==> config.mk <==
export PLATFORM = sky130hd
export DESIGN_NAME = car_sprite_src
export DESIGN_NICKNAME = d
export VERILOG_FILES = /design/src/rtl/car_sprite_src.sv
export SDC_FILE = /design/constraint.sdc
export NUM_CORES = 1
export LEC_CHECK = 0
export ABC_CLOCK_PERIOD_IN_PS = 5500
export CORE_MARGIN = 1.5
export CORE_UTILIZATION = 52
export DETAILED_ROUTE_END_ITERATION = 8
export PLACE_DENSITY = 0.95
export SYNTH_ARGS = -nofsm -noshare
export SYNTH_HDL_FRONTEND = slang
export SYNTH_SLANG_ARGS = --single-unit
==> constraint.sdc <==
create_clock -name clk -period 5.5 [get_ports clk]
set_clock_uncertainty 0.05 [all_clocks]
set_input_delay 1.1 -clock clk [delete_from_list [all_inputs] [get_ports clk]]
set_output_delay 1.1 -clock clk [all_outputs]
set_load 0.005 [all_outputs]
==> src/rtl/car_sprite_src.sv <==
`default_nettype none
// ============================================================================
// Module   : car_sprite_src
// Brief    : Car sprite render stage. Maps the scan pixel to a sprite-RAM
//            address, absorbs the RAM latency, and emits pixel + valid.
//            Optional two-frame animation when CAR_SPRITE_ANIM_EN is defined.
// Revision : 1.0 - initial release
// ============================================================================
module car_sprite_src #(
  parameter int            CD        = 12,
  parameter int            SIDE_BITS = 5,
  parameter logic [CD-1:0] KEY_COLOR = {CD{1'b0}},
  parameter int            ANIM_DIV  = 8
) (
  input  logic                   clk,
  input  logic                   reset_n,
  input  logic [10:0]            x,
  input  logic [10:0]            y,
  input  logic                   frame_start,
  input  logic                   wr_en,
  input  logic [1:0]             reg_addr,
  input  logic [10:0]            wr_data,
  output logic [2*SIDE_BITS-1:0] addr_r,
  input  logic [CD-1:0]          dout_f0,
  input  logic [CD-1:0]          dout_f1,
  output logic [CD-1:0]          sprite_rgb,
  output logic                   sprite_valid
);

  localparam int c_CNT_W = (ANIM_DIV > 1) ? $clog2(ANIM_DIV) : 1;

  logic [10:0] r_x0_s, r_y0_s, r_x0_a, r_y0_a;
  logic [2:0]  r_ctrl_s, r_ctrl_a;

  // Shadow writes and frame-start commit; the commit sees the pre-write shadow.
  always_ff @(posedge clk or negedge reset_n) begin
    if (!reset_n) begin
      r_x0_s   <= '0;
      r_y0_s   <= '0;
      r_ctrl_s <= '0;
      r_x0_a   <= '0;
      r_y0_a   <= '0;
      r_ctrl_a <= '0;
    end else begin
      if (frame_start) begin
        r_x0_a   <= r_x0_s;
        r_y0_a   <= r_y0_s;
        r_ctrl_a <= r_ctrl_s;
      end
      if (wr_en) begin
        case (reg_addr)
          2'd0:    r_x0_s   <= wr_data;
          2'd1:    r_y0_s   <= wr_data;
          2'd2:    r_ctrl_s <= wr_data[2:0];
          default: ;
        endcase
      end
    end
  end

  logic [10:0]          w_xr, w_yr;
  logic [SIDE_BITS-1:0] w_xc;
  logic                 w_in_region;
  logic                 w_frame_sel;

  assign w_xr        = x - r_x0_a;
  assign w_yr        = y - r_y0_a;
  assign w_in_region = (w_xr[10:SIDE_BITS] == '0) && (w_yr[10:SIDE_BITS] == '0) && !r_ctrl_a[2];
  assign w_xc        = r_ctrl_a[0] ? ~w_xr[SIDE_BITS-1:0] : w_xr[SIDE_BITS-1:0];
  assign addr_r      = {w_yr[SIDE_BITS-1:0], w_xc};

  logic          r_in_region_d;
  logic [CD-1:0] w_pix;

`ifdef CAR_SPRITE_ANIM_EN
  typedef enum logic [0:0] {
    ST_IDLE = 1'b0,
    ST_RUN  = 1'b1
  } anim_state_t;

  anim_state_t          r_state;
  logic [c_CNT_W-1:0]   r_anim_cnt;
  logic                 r_frame_sel;
  logic                 r_frame_sel_d;

  // Decision uses the anim_en being committed on this frame_start.
  always_ff @(posedge clk or negedge reset_n) begin
    if (!reset_n) begin
      r_state     <= ST_IDLE;
      r_anim_cnt  <= '0;
      r_frame_sel <= 1'b0;
    end else if (frame_start) begin
      case (r_state)
        ST_IDLE: begin
          if (r_ctrl_s[1]) r_state <= ST_RUN;
        end
        ST_RUN: begin
          if (!r_ctrl_s[1]) begin
            r_state     <= ST_IDLE;
            r_anim_cnt  <= '0;
            r_frame_sel <= 1'b0;
          end else if (r_anim_cnt == c_CNT_W'(ANIM_DIV - 1)) begin
            r_anim_cnt  <= '0;
            r_frame_sel <= ~r_frame_sel;
          end else begin
            r_anim_cnt  <= r_anim_cnt + 1'b1;
          end
        end
        default: r_state <= ST_IDLE;
      endcase
    end
  end

  assign w_frame_sel = r_frame_sel;

  always_ff @(posedge clk or negedge reset_n) begin
    if (!reset_n) r_frame_sel_d <= 1'b0;
    else          r_frame_sel_d <= w_frame_sel;
  end

  assign w_pix = r_frame_sel_d ? dout_f1 : dout_f0;

  logic w_unused;
  assign w_unused = &{1'b0, r_ctrl_a[1]};
`else
  assign w_frame_sel = 1'b0;
  assign w_pix       = dout_f0;

  logic w_unused;
  assign w_unused = &{1'b0, r_ctrl_a[1], dout_f1, w_frame_sel, c_CNT_W[0]};
`endif

  always_ff @(posedge clk or negedge reset_n) begin
    if (!reset_n) begin
      r_in_region_d <= 1'b0;
      sprite_rgb    <= '0;
      sprite_valid  <= 1'b0;
    end else begin
      r_in_region_d <= w_in_region;
      sprite_rgb    <= w_pix;
      sprite_valid  <= r_in_region_d && (w_pix != KEY_COLOR);
    end
  end

endmodule
`default_nettype wire
==> out/results.env, run 1 <==
POST_SYNTH_MAIN_AREA_CONTRIBUTORS='dfrtp_1 (48%), mux2_2 (11%), ha_1 (7.8%)'
DOMINANTREGCELLSYNTH='dfrtp_1'
INITIAL_ANTENNA_VIOLATION_COUNT=0
YOSYS_WARNINGS=0
SYN_NETS=383
DIE_HEIGHT_UM=81.6
NETLIST_INSTANCES=298
DRT-WIRELENGTH-PER-CELL_UM=16.8
REPORT.FINAL.SETUP_VIOL=0
GRT-BUSIEST-LAYER='met2'
PRE_ANTENNA_DRT_ITERS=6
SYNTHARSTFLOPSHARE_PCT=100
DETAILROUTE.VIA_COUNT=2550
SYNTH_EDF_COUNT=0
SYNTH_SIMPLE_GATE_AREA_SHARE_PCT=8.88
TIMING_MAX_TRANSITION_VIOLATIONS_FINAL=0
GRT_MAX_DEGREE=63
SYNTHDISTINCTLIBCELLS=45
GRTUSAGETOTAL_PCT=24.9
REGTOREGENDPOINT='r_in_region_d'
PLACE_CONGESTION=0.893
INITIALDRTVIOLATIONCOUNT=105
GRT.OVERFLOW.TOTAL=0
WORST_CASE_REGISTER_TO_REGISTER_SETUP_SLACK_NS=2.78
SYNTHESIZED_AREA_PER_CELL_UM2=10.8
CTS_BUFFERS=9
DETAIL_ROUTE.WIRELENGTH_MM=7.68
ACHIEVABLE-FREQUENCY_MHz=227
WORST_SETUP_PATH_END_KIND='primary output'
LAYOUT.FILLER_CELLS=398
POSTSYNTHREGISTERBITS=62
TIMING.FINAL.CRIT_PERIOD_NS=4.40
FP.DIEW_UM=81.6
RELSLEWSLACK_PCT=51.3
TRITONCTS='built'
PATH_CLK_SLEW_NS=0.07
SYNTH_MUX_AREA_SHARE_PCT=10.8
TIGHTESTPINTRANSITION_NS=0.731
SYNTH_TOP_CELLS_BY_COUNT='dfrtp_1 (62), inv_1 (32), mux2_2 (30)'
VDD_IR_DROP_MAX_uV=321
CAP_VIOL_MAX_COUNT=0
DESIGN_AREA_MM2=0.00425
FINALCRITPERIODSHARE_PCT=80.0
FIRST_GLOBAL_VIAS=2491
TNS_NS=0
CP-ENDPOINT='addr_r[4]'
GRT.MET1_USAGE_PCT=32.6
FIN_WORST_HOLD_SLACK_NS=0.433
FP.COREAREA_MM2=0.00596
CRIT_PATH_MAX_FANOUT=2
YOSYSMOSTFREQUENTCELL='dfrtp_1'
HTREEDEPTH=3
POST_CTS_HOLD_BUFFER_COUNT=0
CLKLATENCYLATEPIN_NS=0.33
CRITICAL_PATH.REG2REG.STARTPOINT='r_y0_a[2]'
WORST_REG2REG_PATH_DEPTH=9
DIE_AREA_MM2=0.00666
IO-PIN-COUNT=86
WORST-ENDPOINT-REQUIRED_NS=4.35
AREA_GROWTH_PCT=32.4
DRT.ANTENNA.VIOLATING_NETS=0
CTS.SINKS=62
CTS_BUFFER_DEPTH=2
CRIT_START='x[0]'
SYN_STD_CELL_AREA_MM2=0.00321
POST-CTS-SETUP-BUFFER-COUNT=0
FINAL_LAYOUT_SIZE_SUFFIX_GT1_SHARE_PCT=14.4
NETLIST.TOP_CELL.BY_AREA='dfrtp_1'
DATA_ARRIVAL_TIME_OF_THE_WORST_PATH_NS=3.25
POST-DP-HPWL_MM=5.66
GRT_FIRST_PASS_WIRELENGTH_MM=12.2
VIAS_PER_CELL=5.59
OUTCOME='complete, no violations'
CELLLEAKAGEPOWER_nW=1.88
WORSTSETUPPATHTYPE='primary input to primary output'
FINAL_NET_COUNT=461
PLACEMENT_ROWS=28
POST_DP_CELL_AREA_MM2=0.00402
CLOCK_TREE.ROOT_CELL='clkbuf_8'
START_UTIL_PCT=53.9
SEQ_AREA_FRAC_SYNTH_PCT=48.3
WORSTHOLDPATHTYPE='flop to flop'
TIMING_HOLD_VIOLATIONS_FINAL=0
SYNTH_TOP_AREA_SHARE_PCT=48.3
GRT_USE_MET2_PCT=41.4
SYNTH_TOP_FAMILY_BY_AREA='compound AO/OA/AOI/OAI gates'
PWR_DENSITY_CELL_mW_PER_MM2=363
GLOBAL_ROUTE.USAGE.MET3_PCT=4.56
REMAINING_DRC_ERRORS=0
SETUP.WORST_PATH.START_CLASS='primary input'
SYNTH-ADDER-AREA-SHARE_PCT=9.03
SYNTH-COMPOUND-AREA-SHARE_PCT=13.7
GRT_SETUP_UNREPAIRED='false'
NUMPORTBUFFERS=73
CTS-RESIZED-GATES=0
SYNTHXORXNORAREAFRAC_PCT=4.32
COUNT_OF_ANTENNA_DIODES_IN_THE_LAYOUT=0
-- layer usage --
metal,part of all wire [%],up-vias
li1,-,1198
met1,41,1248
met2,51,87
met3,5.4,17
met4,2.2,0
met5,0,-
-- area by class of cell --
cell class | count | area [um2] | share of cell area, %
inverters | 33 | 124 | 2.91
flip-flops and latches | 62 | 1550 | 36.5
well taps | 75 | 93.8 | 2.21
multi-input cells | 194 | 1500 | 35.3
clock inverters | 3 | 65.1 | 1.53
repair buffers | 76 | 748 | 17.6
clock buffers | 13 | 169 | 3.97
-- cells by family (layout without fill, tap and decap cells) --
group           after synthesis  count (layout)
buf+inv                      42             125
xor+xnor                     15              15
mux                          31              31
compound gates               68              68
simple gates                 58              58
flops                        62              62
fa+ha+maj                    22              22
-- worst max-delay path: stages --
cell             delay [ns]
clkdlybuf4s50_1        0.46
inv_1                  0.05
ha_1                   0.25
fa_1                   0.43
inv_1                  0.08
a21o_1                 0.14
a21oi_1                0.08
xnor2_1                0.15
clkdlybuf4s50_1        0.51
-- where the power goes --
| part | internal [mW] | switching (mW) | leakage, nW | total, mW |
|---|---|---|---|---|
| Clock | 0.292 | 0.165 | 0.120 | 0.456 |
| Combinational | 0.272 | 0.243 | 1.01 | 0.515 |
| Sequential | 0.528 | 0.0431 | 0.745 | 0.571 |
-- cells in the final DEF, fill, tap and decap left out, drive strengths merged, types with 2 or more instances in the layout --
master         count
a21o               3
a21oi             14
a311oi             2
a31oi              3
a41oi              2
buf                4
bufinv             2
clkbuf            13
clkdlybuf4s50     72
dfrtp             62
fa                 2
ha                20
inv               33
mux2              30
nand2             26
nand2b             2
nand3b             2
nand4              2
nor2               9
nor2b              3
nor3               3
nor3b              2
nor4               5
o2111ai            3
o21a               5
o21ai             26
o31ai              2
xnor2             11
xor2               4
-- sequential cells by signal, summed over array words and instances (netlist names) --
signal and cells:
sprite_rgb 12, r_x0_a 11, r_x0_s 11, r_y0_a 11
r_y0_s 11, r_ctrl_a 2, r_ctrl_s 2, r_in_region_d 1
sprite_valid 1
-- through the flow --
stage | total power, mW | worst slack [ns] | util, % | instances
after floorplan | 0.872 | 2.21 | - | 298
after global placement | 1.05 | 1.19 | 67.5 | 440
after detailed placement | 1.08 | 1.14 | 67.5 | 440
after CTS | 1.55 | 1.09 | 71.4 | 456
after global routing | 1.62 | 1.01 | 71.4 | 456
final | 1.54 | 1.10 | 71.4 | 456
-- worst min-delay path by stage --
stage / end / cells after the start / start
floorplan: r_x0_a[9] / 2 / r_x0_s[9]
global placement: r_y0_a[3] / 2 / r_y0_s[3]
detailed placement: r_y0_a[9] / 2 / r_y0_s[9]
CTS: r_y0_a[9] / 2 / r_y0_s[9]
global route: sprite_valid / 2 / r_in_region_d
finish: r_y0_a[9] / 2 / r_y0_s[9]
(Power assumes the default switching activity.)
==> run 2: changes to the inputs <==
==> config.mk (replaced) <==
export PLATFORM = sky130hd
export DESIGN_NAME = car_sprite_src
export DESIGN_NICKNAME = d
export VERILOG_FILES = /design/src/rtl/car_sprite_src.sv
export SDC_FILE = /design/constraint.sdc
export NUM_CORES = 1
export LEC_CHECK = 0
export ABC_CLOCK_PERIOD_IN_PS = 3530
export CORE_MARGIN = 1.5
export CORE_UTILIZATION = 44
export DETAILED_ROUTE_END_ITERATION = 8
export PLACE_DENSITY = 0.89
export SYNTH_ARGS = -nofsm -noshare
export SYNTH_HDL_FRONTEND = slang
export SYNTH_SLANG_ARGS = --single-unit
==> constraint.sdc (replaced) <==
create_clock -name clk -period 3.53 [get_ports clk]
set_clock_uncertainty 0.05 [all_clocks]
set_input_delay 0.706 -clock clk [delete_from_list [all_inputs] [get_ports clk]]
set_output_delay 0.706 -clock clk [all_outputs]
set_load 0.005 [all_outputs]
==> run 2 against run 1 <==
Routed wire length is 0.12% higher. Utilization down 10 points. Power rose by 45%. First-iteration DRC count shrank 6.7%. Clock power is 18% higher. Combinational power up 56%. Non-clock buffer count up 5. Sequential power is 56% higher. Via count shrank 1.3%. Global-route usage down 4.4 points. Register-to-register slack lost 1.8 ns. Cell count increased by 5.5%. Largest power group unchanged.
==> out/results.env, run 2 (synthesized netlist as in run 1, its figures left out) <==
CLKLATENCYLATEPIN_NS=0.33
INITIALDRTVIOLATIONCOUNT=98
CELLLEAKAGEPOWER_nW=1.87
CP_TOP_FAMILY='buffers and inverters'
IO-PIN-COUNT=86
CP_NUM_CELLS=7
CP_COMMON_CELL='clkdlybuf4s50_1'
DRT.ANTENNA.VIOLATING_NETS=0
GRT.OVERFLOW.TOTAL=0
NUMBER_OF_FLIP_FLOPS_UNDER_THE_LARGEST_REGISTER_NAME=12
ACHIEVABLE-FREQUENCY_MHz=290
MAXUSEDROUTINGLAYER='met4'
MET2_LENGTH_MM=3.93
CTS.SINKS=62
VIAS_PER_CELL=5.23
WL_MET3_UM=406
VDD_IR_DROP_MAX_uV=299
PRE_ANTENNA_DRT_ITERS=6
AREA_GROWTH_PCT=32.7
POST-CTS-SETUP-BUFFER-COUNT=0
PATH_CLK_SLEW_NS=0.07
POST_DP_CELL_AREA_MM2=0.00408
DIE_AREA_MM2=0.00782
GRT_FIRST_PASS_WIRELENGTH_MM=11.9
CRIT_PATH_MAX_FANOUT=2
TRITONCTS='built'
WORSTSETUPPATHTYPE='primary input to primary output'
SETUP.WORST_PATH.START_CLASS='primary input'
DATA_ARRIVAL_TIME_OF_THE_WORST_PATH_NS=2.69
TIMING.FINAL.CRIT_PERIOD_NS=3.44
DESIGN_AREA_MM2=0.00426
CTS_BUFFER_DEPTH=2
HTREEDEPTH=3
POST-DP-HPWL_MM=5.85
PWR_DENSITY_CELL_mW_PER_MM2=523
RELSLEWSLACK_PCT=45.8
OUTCOME='complete, no violations'
CP_NUM_BUF_INV=3
TNS_NS=0
MET1WIRELENGTH_MM=3.27
POWER_mW=2.23
FINALCRITPERIODSHARE_PCT=97.6
COMMONEST_CELLS_AFTER_ROUTING_FILL_AND_TAPS_ASIDE='clkdlybuf4s50_1 (71), dfrtp_1 (62), inv_1 (32)'
WORST-ENDPOINT-REQUIRED_NS=2.77
FP.DIEW_UM=88.5
MOSTFREQUENTLAYOUTCELL='clkdlybuf4s50_1'
TIMING_HOLD_VIOLATIONS_FINAL=0
CTS_BUFFERS=9
PLACEMENT_ROWS=30
DETAIL_ROUTE.WIRELENGTH_MM=7.68
DRT-WIRELENGTH-PER-CELL_UM=16.0
COUNT_OF_ANTENNA_DIODES_IN_THE_LAYOUT=0
GRT_SETUP_UNREPAIRED='false'
REMAINING_DRC_ERRORS=0
WORST_REG2REG_PATH_DEPTH=9
FIN_WORST_HOLD_SLACK_NS=0.221
REPORT.FINAL.SETUP_VIOL=0
INITIAL_ANTENNA_VIOLATION_COUNT=0
GRTUSAGETOTAL_PCT=20.5
CPMAXSTAGEDELAYCELL='clkdlybuf4s50_1'
CRITICAL-PATH-MAX-STAGE-DELAY_NS=0.52
CLOCK_TREE.ROOT_CELL='clkbuf_8'
TIGHTESTPINTRANSITION_NS=0.810
GRT_MAX_DEGREE=30
START_UTIL_PCT=46.3
NUMPORTBUFFERS=73
FIRST_GLOBAL_VIAS=2489
DETAILROUTE.VIA_COUNT=2518
TIMING_MAX_TRANSITION_VIOLATIONS_FINAL=0
FINAL_LAYOUT_SIZE_SUFFIX_GT1_SHARE_PCT=15.8
FINAL_NET_COUNT=466
PLACE_CONGESTION=0.797
MAX_FLOP_REGISTER='sprite_rgb'
POST_CTS_HOLD_BUFFER_COUNT=0
WORST_SETUP_PATH_END_KIND='primary output'
FP.COREAREA_MM2=0.00694
DIE_HEIGHT_UM=88.5
CRITICAL_PATH.CELL_CHAIN='clkdlybuf4s50_1 -> inv_1 -> ha_2 -> fa_2 -> xor2_1 -> xnor2_1 -> clkdlybuf4s50_1'
FINAL_CORE_UTILIZATION_PCT=61.4
CAP_VIOL_MAX_COUNT=0
WORSTHOLDPATHTYPE='primary input to asynchronous set/reset pin'
==> run 2: area by class of cell <==
type / instances / area (um2)
Clock buffer: 14 / 163
Clock inverter: 1 / 5.00
Fill cell: 549 / 2680
Inverter: 33 / 124
Multi-Input combinational cell: 194 / 1510
Sequential cell: 62 / 1550
Tap cell: 96 / 120
Timing Repair Buffer: 81 / 788
==> run 2: path summary, 6_finish.rpt <==
check / from / endpoint / slack (ns)
hold / removal: reset_n / r_x0_a[1] / 0.22
max in group asynchronous: reset_n / r_y0_s[2] / 2.51
hold reg to reg: r_y0_s[7] / r_y0_a[7] / 0.45
min in group clk: r_y0_s[7] / r_y0_a[7] / 0.45
setup reg to reg: r_y0_a[2] / r_in_region_d / 0.94
setup / recovery: x[0] / addr_r[2] / 0.09
==> run 2: layer usage <==
layer	vias to the layer above	global-route usage, %
met1	1231	26.1
met4	0	5.54
li1	1208	-
met2	73	35.3
met3	6	4.57
met5	-	0
==> run 2: report_power, final <==
group	total [mW]	internal (mW)	switching (mW)
clock network	0.537	0.289	0.248
registers	0.892	0.823	0.0689
logic	0.803	0.434	0.369
==> run 2: per-stage QoR <==
| stage | setup slack, ns | instances |
|---|---|---|
| floorplan | 0.789 | 298 |
| global placement | 0.00366 | 466 |
| detailed placement | -0.0248 | 466 |
| CTS | 0.0156 | 481 |
| global route | 0.0372 | 481 |
| finish | 0.0863 | 481 |
==> run 2: worst register-to-register path, stage by stage, from the launching register on <==
cell     delay, ns
dfrtp_1       0.36
inv_1         0.09
ha_1          0.24
nor2b_2       0.16
o31a_2        0.31
nor4b_1       0.33
a21oi_2       0.09
mux2i_1       0.14
or4_1         0.54
nor4_2        0.18
==> run 2: what timing repair did <==
item | in CTS | in global routing
pin swaps | 0 | 1
gates resized for setup | 1 | 4
setup endpoints to repair | 1 | 2
==> run 3: changes to the inputs <==
--- a/config.mk
+++ b/config.mk
@@ -9,7 +9,9 @@
 export CORE_MARGIN = 1.5
 export CORE_UTILIZATION = 44
 export DETAILED_ROUTE_END_ITERATION = 8
+export HOLD_SLACK_MARGIN = 0.03
 export PLACE_DENSITY = 0.89
+export SLEW_MARGIN = 15
 export SYNTH_ARGS = -nofsm -noshare
 export SYNTH_HDL_FRONTEND = slang
 export SYNTH_SLANG_ARGS = --single-unit
==> results of run 3 <==
Final layout, timing and power as in run 2 (identical DEF).
